`src/rtl/branch_resolve_unit.sv`:
```
// Branch resolve unit: tracks in-flight predictions in order, checks each one at resolve, trains the predictor and redirects fetch.
// Latency: resolve results (update/redirect/flush) are registered and pulse one cycle after the resolving edge.
// Backpressure: pushes are dropped while full (unless popped the same cycle); optional counters are enabled by defining BRU_STATS_EN.
`ifndef XLEN
`define XLEN 32
`endif

module branch_resolve_unit #(
  parameter int TRACK_DEPTH = 4
) (
  input  logic             clk,
  input  logic             reset,
  input  logic             push_valid,
  input  logic [`XLEN-1:0] push_pc,
  input  logic             push_pred,
  input  logic [`XLEN-1:0] push_target,
  output logic             full,
  output logic             empty,
  input  logic             resolve_valid,
  input  logic             resolve_is_branch,
  input  logic             resolve_taken,
  input  logic [`XLEN-1:0] resolve_target,
  output logic             update_enable,
  output logic             is_branch,
  output logic             branch_taken,
  output logic [`XLEN-1:0] pc_update,
  output logic             redirect_valid,
  output logic [`XLEN-1:0] redirect_pc,
`ifdef BRU_STATS_EN
  output logic [31:0]      branch_count,
  output logic [31:0]      mispredict_count,
`endif
  output logic             flush
);

  localparam int AW = $clog2(TRACK_DEPTH);
  localparam int CW = AW + 1;

  logic [`XLEN-1:0] pc_mem   [TRACK_DEPTH];
  logic             pred_mem [TRACK_DEPTH];
  logic [`XLEN-1:0] tgt_mem  [TRACK_DEPTH];

  logic [AW-1:0] wr_ptr;
  logic [AW-1:0] rd_ptr;
  logic [CW-1:0] count;

  logic             pop;
  logic             push_ok;
  logic             actual_taken;
  logic             mispredict;
  logic [`XLEN-1:0] head_pc;
  logic             head_pred;
  logic [`XLEN-1:0] head_tgt;
  logic [`XLEN-1:0] next_pc;

  assign full  = (count == CW'(TRACK_DEPTH));
  assign empty = (count == '0);

  assign head_pc   = pc_mem[rd_ptr];
  assign head_pred = pred_mem[rd_ptr];
  assign head_tgt  = tgt_mem[rd_ptr];

  // Compare the oldest entry against the actual outcome and pick the correct next PC.
  always_comb begin
    pop          = resolve_valid & ~empty;
    actual_taken = resolve_is_branch & resolve_taken;
    mispredict   = (head_pred != actual_taken) |
                   (head_pred & actual_taken & (head_tgt != resolve_target));
    next_pc      = actual_taken ? resolve_target : head_pc + `XLEN'(4);
    // A pop frees a slot even when full; a mispredict discards everything including this push.
    push_ok      = push_valid & (~full | pop) & ~(pop & mispredict);
  end

  // Entry storage is written on accepted push; contents need no reset.
  always_ff @(posedge clk) begin
    if (push_ok) begin
      pc_mem[wr_ptr]   <= push_pc;
      pred_mem[wr_ptr] <= push_pred;
      tgt_mem[wr_ptr]  <= push_target;
    end
  end

  // Pointer and occupancy bookkeeping; a mispredict empties the tracker.
  always_ff @(posedge clk or posedge reset) begin
    if (reset) begin
      wr_ptr <= '0;
      rd_ptr <= '0;
      count  <= '0;
    end else if (pop && mispredict) begin
      wr_ptr <= '0;
      rd_ptr <= '0;
      count  <= '0;
    end else begin
      if (push_ok) wr_ptr <= wr_ptr + AW'(1);
      if (pop)     rd_ptr <= rd_ptr + AW'(1);
      if (push_ok && !pop)      count <= count + CW'(1);
      else if (pop && !push_ok) count <= count - CW'(1);
    end
  end

  // Registered single-cycle training and redirect pulses.
  always_ff @(posedge clk or posedge reset) begin
    if (reset) begin
      update_enable  <= 1'b0;
      is_branch      <= 1'b0;
      branch_taken   <= 1'b0;
      pc_update      <= '0;
      redirect_valid <= 1'b0;
      redirect_pc    <= '0;
      flush          <= 1'b0;
    end else begin
      update_enable  <= pop;
      is_branch      <= pop & resolve_is_branch;
      branch_taken   <= pop & resolve_taken;
      pc_update      <= pop ? head_pc : '0;
      redirect_valid <= pop & mispredict;
      flush          <= pop & mispredict;
      redirect_pc    <= (pop && mispredict) ? next_pc : '0;
    end
  end

`ifdef BRU_STATS_EN
  // Saturating counts of resolved branches and mispredicts.
  always_ff @(posedge clk or posedge reset) begin
    if (reset) begin
      branch_count     <= '0;
      mispredict_count <= '0;
    end else begin
      if (pop && resolve_is_branch && branch_count != '1)
        branch_count <= branch_count + 32'd1;
      if (pop && mispredict && mispredict_count != '1)
        mispredict_count <= mispredict_count + 32'd1;
    end
  end
`endif

endmodule
```
`config.mk`:
```
export PLATFORM = sky130hd
export DESIGN_NAME = branch_resolve_unit
export DESIGN_NICKNAME = d
export VERILOG_FILES = /design/src/rtl/branch_resolve_unit.sv
export SDC_FILE = /design/constraint.sdc
export NUM_CORES = 1
export LEC_CHECK = 0
export ABC_AREA = 1
export BUFFER_PORTS_ARGS = -buffer_cell sky130_fd_sc_hd__buf_2
export CAP_MARGIN = 40
export CORE_ASPECT_RATIO = 0.9
export CORE_MARGIN = 3
export CORE_UTILIZATION = 50
export DETAILED_ROUTE_END_ITERATION = 10
export GPL_ROUTABILITY_DRIVEN = 0
export PLACE_DENSITY = 0.7
export REMOVE_ABC_BUFFERS = 1
export SYNTH_ARGS = -nofsm -noshare
export SYNTH_HDL_FRONTEND = slang
export SYNTH_SLANG_ARGS = --single-unit
```
`constraint.sdc`:
```
create_clock -name clk -period 12.5 [get_ports clk]
set_clock_uncertainty 0.05 [all_clocks]
set_input_delay 1.875 -clock clk [delete_from_list [all_inputs] [get_ports clk]]
set_output_delay 1.875 -clock clk [all_outputs]
set_load 0.1 [all_outputs]
```
==> results of run 1 <==
[worst reg2reg max path: cells and delay by family (launching register included)]
| kind | cells | cell delay [ns] |
|---|---|---|
| simple gates | 15 | 2.17 |
| buf+inv | 5 | 2.54 |
| flops | 1 | 0.78 |
[kinds of logic (layout without fill, tap and decap cells)]
logic type,count (synthesis),count (layout),share of synthesized area [%]
adder cells (fa/ha/maj),7,7,0.662
buffers and inverters,176,370,5.65
AND/OR/NAND/NOR,725,725,21.0
multiplexers,1,1,0.0696
flip-flops,335,335,67.4
AO/OA/AOI/OAI,103,103,4.17
other,0,1,0
XOR/XNOR,17,17,1.04
[layout make-up]
cell class | count | area [µm²]
multi-input cells | 853 | 3910
clock buffers | 43 | 926
clock inverters | 18 | 224
flip-flops and latches | 335 | 9690
inverters | 120 | 453
repair buffers | 189 | 1060
fillers | 2324 | 11400
diodes | 1 | 2.50
well taps | 360 | 450
[metrics by stage]
stage                     utilization [%]  setup WS, ns  total power [µW]  cells
final                                59.3          6.60              4610   1919
after floorplan                         -          3.92              3060   1308
after global placement               54.9          6.49              3530   1853
after global routing                 59.3          6.14              4860   1919
after CTS                            59.2          6.59              4620   1917
after detailed placement             55.2          6.34              3570   1856
[cell usage after synthesis, types with 10 or more instances]
master	count
o21ai_0	35
buf_2	25
a21oi_1	32
edfxtp_1	260
xor2_1	12
nor2_1	132
nand2_1	421
o211ai_1	22
dfrtp_1	75
buf_6	11
clkbuf_1	10
buf_4	10
nand4_1	11
inv_1	116
nand3_1	123
[routing by layer]
metal  wire (µm)  global-route usage, %  part of all wire (%)
met3        3040                   4.28                   8.5
met2       16500                   36.4                    46
met1       15300                   32.8                    43
met4         926                   6.69                   2.6
met5          32                      0                 0.089
[final timing paths]
kind / startpoint / to / slack (ns)
setup / recovery: rd_ptr[0] / tgt_mem[3][9] / 6.60
hold / removal: wr_ptr[1] / wr_ptr[1] / 0.54
setup reg to reg: rd_ptr[0] / tgt_mem[3][9] / 6.60
hold reg to reg: wr_ptr[1] / wr_ptr[1] / 0.54
max in group asynchronous: reset / pc_update[24] / 10.44
min in group asynchronous: reset / update_enable / 1.34
[placed cells by master (no fill, tap or decap), drive strengths merged, types with 2 or more instances in the layout]
cell and n:
ha 6, o21a 2, xor2 12, bufinv 5, clkbuf 43, xnor2 5, clkinvlp 4, a21oi 32
nand3 124, nand4 11, o21ai 40, buf 189, inv 118, a32o 2, o211ai 22, edfxtp 260
nand2 426, nor3 9, clkinv 11, dfrtp 75, or2 3, nand3b 9, nor2 141, a32oi 3
[power breakdown]
part / leakage [µW] / internal, µW / total (µW) / switching (µW)
sequential: 0.00337 / 1460 / 1560 / 103
clock: 0.000550 / 630 / 1050 / 418
combinational: 0.00331 / 405 / 2000 / 1600
[registers in the layout, summed over array words and instances (netlist names), 2 cells and up]
name / cells
wr_ptr: 2
tgt_mem: 128
rd_ptr: 2
count: 3
pc_update: 32
pred_mem: 4
pc_mem: 128
redirect_pc: 32
==> results.cfg, run 1 <==
[run_status]
outcome = finished, final reports clean

[logic_synthesis]
ys_types = 37
synth_area_per_cell_um2 = 10.5
syn_area_um2 = 14400
yosys.area.top_type = edfxtp_1
netlist.area_leader.share_pct = 54.3
ys_top_cells_by_area = edfxtp_1 54%, dfrtp_1 13%, nand2_1 11%
ys.flop_type = edfxtp_1
synth_edf_count = 260
ys_seq_elements = 335
synth_cells = 1364
postSynth.asyncResetShare_pct = 22.4
yosysSeqAreaShare_pct = 67.4
yosysWarnings = 0

[worst_setup_path]
end_kind = flip-flop
critPathTopFamily = buffers and inverters
critical_path_cell_count = 20
crit_chain = clkinv_2 -> buf_4 -> buf_12 -> nand2_1 -> nand3_1 -> nand2_1 -> nand2_1 -> nand2_1 -> nand2_1 -> nor2_1 -> nand2_1 -> nor2_1 -> nand2_1 -> nand2_1 -> nand2_1 -> nand2_1 -> buf_4 -> nand2_1 -> nor2_4 -> buf_4
cp.arrival_ns = 5.99
cp-start-kind = flip-flop
worstSetupPathType = reg -> reg
crit_path_frequent_cell = nand2_1
required_ns = 12.58
cp_slowest_cell = dfrtp_4
path_max_fanout = 54
r2r_cells = 20
cp_num_buf_inv = 5
max_stage_delay_ns = 0.78

[timing]
tightest_slew_ns = 0.905
setup_viol = 0
timing.fmax_mhz = 169
hold_viol_final = 0
period_needed_ns = 5.90
holdWs_ns = 0.537
finalSetupTns_ns = 0
finalMaxSlewViolations = 0
fin_crit_sh_pct = 47.2
rsz0062_at_grt = false
max_slew_margin_pct = 39.7

[floorplan]
initial_core_util_pct = 51.0
die_h_um = 167
num_rows = 58
dieArea_um2 = 30800
dieWidth_um = 185
core_area_um2 = 28200
io_pins = 174

[drt]
vias_per_cell = 5.35
wl_per_cell_um = 18.7
vias = 10300
final_antenna_net_count = 0
first_pass_iters = 6
drt_iter0_drc = 1003
drc = 0
wirelength_mm = 35.8

[power_and_ir_drop]
vdd_drop_max_uv = 185
power_density_nw_per_um2 = 276
p_leak_uw = 0.00723

[worst_hold_path]
min_path_cells = 2
hold_path.class = reg -> reg

[global_route]
grt.overflow.total = 0
grt_max_degree = 76
grt_usage_pct = 23.0
antenna_found_initial = 3
grt_pass1_vias = 9906
grt_pass1_wl_mm = 54.7

[clocking]
cts_root_buffer = clkbuf_16
worstSkewPairLatency_ns = 0.51
cts_buffers = 34
h-tree-depth = 2
cts_sinks = 335
path_clk_slew_ns = 0.06
cts_resized = 0
clockBufferDepth = 3
cts_hold_buf = 0
cts_tree = yes
post_cts.repair.setup_buffers = 0

[cells_and_area]
drive_gt1_share_pct = 17.4
final_area_um2 = 16700
fin_nets = 1643
areaGrowthSynthToFinish_pct = 16.3

[placement]
place.detailed.hpwl_mm = 23.6
dpl_cell_area_um2 = 15500
io_buffers = 173

[job]
cap_viol_max_count = 0
Power figures use the tool's default switching activity.
==> run 2: changes to the inputs <==
--- a/config.mk
+++ b/config.mk
@@ -13,7 +13,7 @@
 export CORE_UTILIZATION = 50
 export DETAILED_ROUTE_END_ITERATION = 10
 export GPL_ROUTABILITY_DRIVEN = 0
-export PLACE_DENSITY = 0.7
+export PLACE_DENSITY = 0.73
 export REMOVE_ABC_BUFFERS = 1
 export SYNTH_ARGS = -nofsm -noshare
 export SYNTH_HDL_FRONTEND = slang
==> constraint.sdc (replaced) <==
create_clock -name clk -period 5.3 [get_ports clk]
set_clock_uncertainty 0.05 [all_clocks]
set_input_delay 0.795 -clock clk [delete_from_list [all_inputs] [get_ports clk]]
set_output_delay 0.795 -clock clk [all_outputs]
set_load 0.1 [all_outputs]
==> run 2 against run 1 <==
Maximum frequency grew 35%. Hold slack lost 0.35 ns. Clock-buffer cell count is 3 higher. Combinational power up 140%. Worst setup slack worse by 5.7 ns. First-iteration DRC count up 9.6%. Final cell count grew 0.10%. Wire length is 1.1% lower. Sequential power grew 130%. Global-route usage is essentially flat. Via count rose by 0.69%. Non-clock buffer count is 3 higher.
==> results.cfg, run 2 (synthesis gave the netlist of run 1 again) <==
[run_status]
outcome = finished, final reports clean

[global_route]
grt_pass1_vias = 9856
antenna_found_initial = 1
grt.overflow.total = 0
grt_usage_pct = 23.0
grt_pass1_wl_mm = 55.2
grt_max_degree = 75

[timing]
tightest_slew_ns = 0.881
fin_crit_sh_pct = 82.6
worst_slack_ns = 0.923
period_needed_ns = 4.38
setup_viol = 0
timing.fmax_mhz = 228
finalSetupTns_ns = 0
hold_viol_final = 0
rsz0062_at_grt = false
max_slew_margin_pct = 41.3
finalMaxSlewViolations = 0

[cells_and_area]
fill_cells = 2282
layout_commonest_cell = nand2_1
top_regs = pc_mem x128, tgt_mem x128
antenna-diode-count = 0
areaGrowthSynthToFinish_pct = 16.1
drive_gt1_share_pct = 17.5
fin_nets = 1646
mostFrequentLayoutCells = 421 x nand2_1, 260 x edfxtp_1, 173 x buf_2
fin_util_pct = 59.3

[placement]
place_ws_ns = 0.957
io_buffers = 173
place.detailed.hpwl_mm = 23.7

[worst_setup_path]
worstSetupPathType = reg -> reg
max_stage_delay_ns = 0.83
critPathTopFamily = simple AND/OR/NAND/NOR gates
cp_num_buf_inv = 3
end_kind = flip-flop
cp-start-kind = flip-flop
required_ns = 5.45
worstReg2RegStart = rd_ptr[0]
rrSetupSlack_ns = 0.92
crit_chain = clkinv_2 -> buf_4 -> nand2_1 -> nand3_1 -> nand2_1 -> nand2_1 -> nand2_1 -> nand2_1 -> nor2_1 -> nand2_1 -> nor2_1 -> nand2_1 -> nand2_1 -> nand2_1 -> nand2_1 -> nand2_1 -> nor2_4 -> buf_12
path_max_fanout = 55
cp.arrival_ns = 4.53
r2r_end = tgt_mem[0][13]
r2r_cells = 18
crit_path_frequent_cell = nand2_1
cp_slowest_cell = dfrtp_4

[clocking]
cts_hold_buf = 0
post_cts.repair.setup_buffers = 0
h-tree-depth = 2
cts_resized = 0
cts_sinks = 335
cts_root_buffer = clkbuf_16
worstSkewPairLatency_ns = 0.52
path_clk_slew_ns = 0.06
cts_buffers = 34
cts_tree = yes
clockBufferDepth = 3

[power_and_ir_drop]
p_leak_uw = 0.00723
vdd_drop_max_uv = 667
power_density_nw_per_um2 = 648
p_clk_share_pct = 21.8
switchingPower_uw = 5000
p_sw_share_pct = 46.2
pwr-share-comb_pct = 44.5
finalPower_uw = 10800
p_seq_share_pct = 33.7
p_int_uw = 5820

[drt]
vias = 10300
met3_length_mm = 3.37
first_pass_iters = 7
wirelength_mm = 35.4
vias_per_cell = 5.39
drt_iter0_drc = 1099
route.met2.wl_mm = 16.0
final_antenna_net_count = 0
m1WireLength_mm = 15.4
wl_per_cell_um = 18.5
drc = 0
routed.top_layer = met5

[floorplan]
dieArea_um2 = 30800
core_area_um2 = 28200
num_rows = 58
io_pins = 174
die_h_um = 167
dieWidth_um = 185
initial_core_util_pct = 51.0

[job]
cap_viol_max_count = 0

[worst_hold_path]
hold_path.class = in -> async
-- run 2: changes by cell type in the layout (fill, tap and decap cells not counted), sizes merged --
cell	before	now
buf	189	192
bufinv	5	3
clkbuf	43	46
clkinv	11	13
clkinvlp	4	1
diode	1	0
-- run 2: area by class of cell --
| type | instances | area (µm²) | area share (%) |
|---|---|---|---|
| flip-flops and latches | 335 | 9690 | 58.1 |
| multi-input cells | 853 | 3910 | 23.4 |
| repair buffers | 192 | 1080 | 6.49 |
| clock buffers | 46 | 947 | 5.68 |
| inverters | 120 | 453 | 2.71 |
| well taps | 360 | 450 | 2.70 |
| clock inverters | 15 | 156 | 0.937 |
-- run 2: per-layer routing --
layer / vias to the layer above / GRT usage, %
met1: 4921 / 33.7
met4: 2 / 5.74
li1: 4880 / -
met2: 484 / 35.4
met5: - / 0
met3: 59 / 5.13
-- run 2: per-stage QoR --
step / instance area, µm² / instances / hold WS (ns)
global route: 16700 / 1921 / 0.208
global placement: 15600 / 1860 / 0.490
finish: 16700 / 1921 / 0.192
floorplan: 14000 / 1308 / 0.470
CTS: 16700 / 1921 / 0.192
detailed placement: 15600 / 1860 / 0.503
-- run 2: worst max path at each step --
| stage | startpoint | end | slack (ns) | cells after the start |
|---|---|---|---|---|
| 2_1_floorplan | rd_ptr[0] | pc_mem[0][0] | -3.28 | 16 |
| 3_3_place_gp | rd_ptr[0] | tgt_mem[0][0] | 1.00 | 18 |
| 3_5_place_dp | rd_ptr[0] | tgt_mem[0][15] | 0.96 | 18 |
| 4_1_cts | rd_ptr[0] | pc_mem[0][16] | 0.96 | 18 |
| 5_1_grt | rd_ptr[0] | pc_mem[0][16] | 0.56 | 18 |
| 6_report | rd_ptr[0] | tgt_mem[0][13] | 0.92 | 18 |
-- run 2: worst register-to-register path: stages, from the launching register on --
cell and delay, ns:
dfrtp_4 0.83, clkinv_2 0.45, buf_4 0.41, nand2_1 0.13, nand3_1 0.08, nand2_1 0.11
nand2_1 0.05, nand2_1 0.05, nand2_1 0.05, nor2_1 0.13, nand2_1 0.14, nor2_1 0.12
nand2_1 0.06, nand2_1 0.06, nand2_1 0.04, nand2_1 0.07, nand2_1 0.23, nor2_4 0.70
buf_12 0.28
-- run 2: power groups by stage --
stage | Combinational [µW] | Sequential (µW) | Clock, µW
6_report | 4810 | 3650 | 2360
5_1_grt | 5190 | 3690 | 2520
4_1_cts | 4800 | 3650 | 2400
3_5_place_dp | 4770 | 3690 | 0
3_3_place_gp | 4700 | 3690 | 0
2_1_floorplan | 1980 | 5250 | 0
==> run 3: changes to the inputs <==
==> constraint.sdc (replaced) <==
create_clock -name clk -period 3.5 [get_ports clk]
set_clock_uncertainty 0.05 [all_clocks]
set_input_delay 0.525 -clock clk [delete_from_list [all_inputs] [get_ports clk]]
set_output_delay 0.525 -clock clk [all_outputs]
set_load 0.1 [all_outputs]
==> run 3 against run 2 <==
Die area unchanged. Hold slack worse by 0.17 ns. Register-to-register slack lost 0.64 ns. Core utilization rose by 0.51 points. Power rose by 53%. Sequential share of layout area shrank 0.50 points. Non-clock buffer count increased by 7. First-iteration DRC count is 10% lower. Sequential power up 49%. Highest routed layer unchanged. Via count grew 1.5%.
==> results.cfg, run 3 (synthesis gave the netlist of run 1 again) <==
[run_status]
outcome = finished, final reports clean

[drt]
first_pass_iters = 5
drc = 0
vias_per_cell = 5.44
drt_iter0_drc = 989
vias = 10500
wl_per_cell_um = 18.8
final_antenna_net_count = 0
wirelength_mm = 36.2

[worst_setup_path]
required_ns = 3.63
crit_chain = clkinv_2 -> buf_16 -> nand2_1 -> nand3_1 -> nand3_1 -> nand2_1 -> nand2_1 -> nor2_1 -> nand2_1 -> nor2_1 -> nand2_1 -> nand2_1 -> nand2_1 -> nand2_1 -> nand2_1 -> nor2_4 -> buf_6
end_kind = flip-flop
cp-start-kind = flip-flop
max_stage_delay_ns = 0.50
cp_num_buf_inv = 3
cp.arrival_ns = 3.35
crit_path_frequent_cell = nand2_1
cp_slowest_cell = dfrtp_4
worstSetupPathType = reg -> reg
path_max_fanout = 93
critPathTopFamily = simple AND/OR/NAND/NOR gates

[floorplan]
core_area_um2 = 28200
die_h_um = 167
num_rows = 58
io_pins = 174
dieArea_um2 = 30800
initial_core_util_pct = 51.0
dieWidth_um = 185

[clocking]
cts_tree = yes
cts_root_buffer = clkbuf_16
clockBufferDepth = 3
cts_sinks = 335
h-tree-depth = 2
cts_buffers = 35
worstSkewPairLatency_ns = 0.52
post_cts.repair.setup_buffers = 0
path_clk_slew_ns = 0.06
cts_hold_buf = 0

[timing]
fin_crit_sh_pct = 92.0
max_slew_margin_pct = 51.7
hold_viol_final = 0
period_needed_ns = 3.22
setup_viol = 0
holdWs_ns = 0.0184
tightest_slew_ns = 0.722
timing.fmax_mhz = 311
finalMaxSlewViolations = 0
rsz0062_at_grt = false

[global_route]
grt_usage_pct = 23.3
grt_pass1_wl_mm = 55.8
use_met3_pct = 4.76
grt_pass1_vias = 10100
grt.overflow.total = 0
met1_usage_pct = 34.0
antenna_found_initial = 3
gr-max-usage-layer = met2
met2_usage_pct = 35.7
grt_max_degree = 94

[cells_and_area]
fill_cells = 2257
antenna-diode-count = 0
fin_cells = 1931
drive_gt1_share_pct = 18.0
areaGrowthSynthToFinish_pct = 17.1
mostFrequentLayoutCells = 421 x nand2_1, 260 x edfxtp_1, 173 x buf_2
fin_nets = 1654
layout_commonest_cell = nand2_1
top_regs = pc_mem x128, tgt_mem x128
fin_util_pct = 59.8

[power_and_ir_drop]
vdd_drop_max_uv = 876
switchingPower_uw = 7660
pwr-share-comb_pct = 45.3
p_clk_share_pct = 22.0
p_seq_share_pct = 32.8
finalPower_uw = 16600
p_int_uw = 8920
power_density_nw_per_um2 = 985
p_sw_share_pct = 46.2
p_leak_uw = 0.00730

[job]
cap_viol_max_count = 0

[worst_hold_path]
hold_path.class = in -> async

[placement]
place.detailed.hpwl_mm = 23.7
placed_cells = 1866
io_buffers = 173
-- run 3: changes by cell type in the layout (fill, tap and decap cells not counted), moves of 2 or more --
cell,change
bufinv_16,-2
clkinv_2,-2
clkbuf_16,+3
clkbuf_8,+3
buf_6,+2
buf_4,+3
-- run 3: final cells by class --
class | instances | area (µm²) | share of cell area (%)
clock inverter | 12 | 106 | 0.632
multi-input combinational | 853 | 3910 | 23.2
clock buffer | 52 | 1040 | 6.19
tap | 360 | 450 | 2.68
inverter | 120 | 454 | 2.70
sequential | 335 | 9690 | 57.6
timing repair buffer | 199 | 1180 | 7.02
-- run 3: final timing paths --
check | to | slack [ns] | start | depth (start not counted)
worst min register to register | wr_ptr[1] | 0.53 | wr_ptr[1] | 2
max in group asynchronous | pc_update[14] | 2.63 | reset | 3
worst max-delay path | tgt_mem[2][24] | 0.28 | rd_ptr[0] | 17
worst max register to register | tgt_mem[2][24] | 0.28 | rd_ptr[0] | 17
min in group clk | pc_mem[3][31] | 0.17 | push_pc[31] | 1
worst min-delay path | pc_update[0] | 0.02 | reset | 2
-- run 3: through the flow --
| step | TNS (ns) | instance area (µm²) | setup slack (ns) |
|---|---|---|---|
| 3_5_place_dp | 0 | 15700 | 0.266 |
| 3_3_place_gp | 0 | 15700 | 0.318 |
| 4_1_cts | 0 | 16800 | 0.238 |
| 2_1_floorplan | -1418.94 | 14000 | -5.08 |
| 5_1_grt | 0 | 16800 | 0.00150 |
| 6_report | 0 | 16800 | 0.281 |
-- run 3: power groups by stage --
stage / Sequential [µW] / Clock (µW) / Combinational (µW)
after floorplan: 7940 / 0 / 3000
after global placement: 5490 / 0 / 7310
after detailed placement: 5500 / 0 / 7420
after CTS: 5430 / 3680 / 7470
after global routing: 5500 / 3850 / 8090
final: 5430 / 3640 / 7510
-- run 3: routing by layer --
layer | share of wire [%] | vias to the layer above | routed length [µm]
met3 | 9.2 | 83 | 3310
met4 | 2.7 | 6 | 984
met2 | 45 | 508 | 16500
met1 | 43 | 5007 | 15400
li1 | - | 4899 | -
met5 | 0.12 | - | 44
-- run 3: what timing repair did --
item | 4_1_cts | 5_1_grt
endpoints found under the setup margin | 0 | 118
gates resized for setup | 0 | 5
hold endpoints to repair | 0 | 0
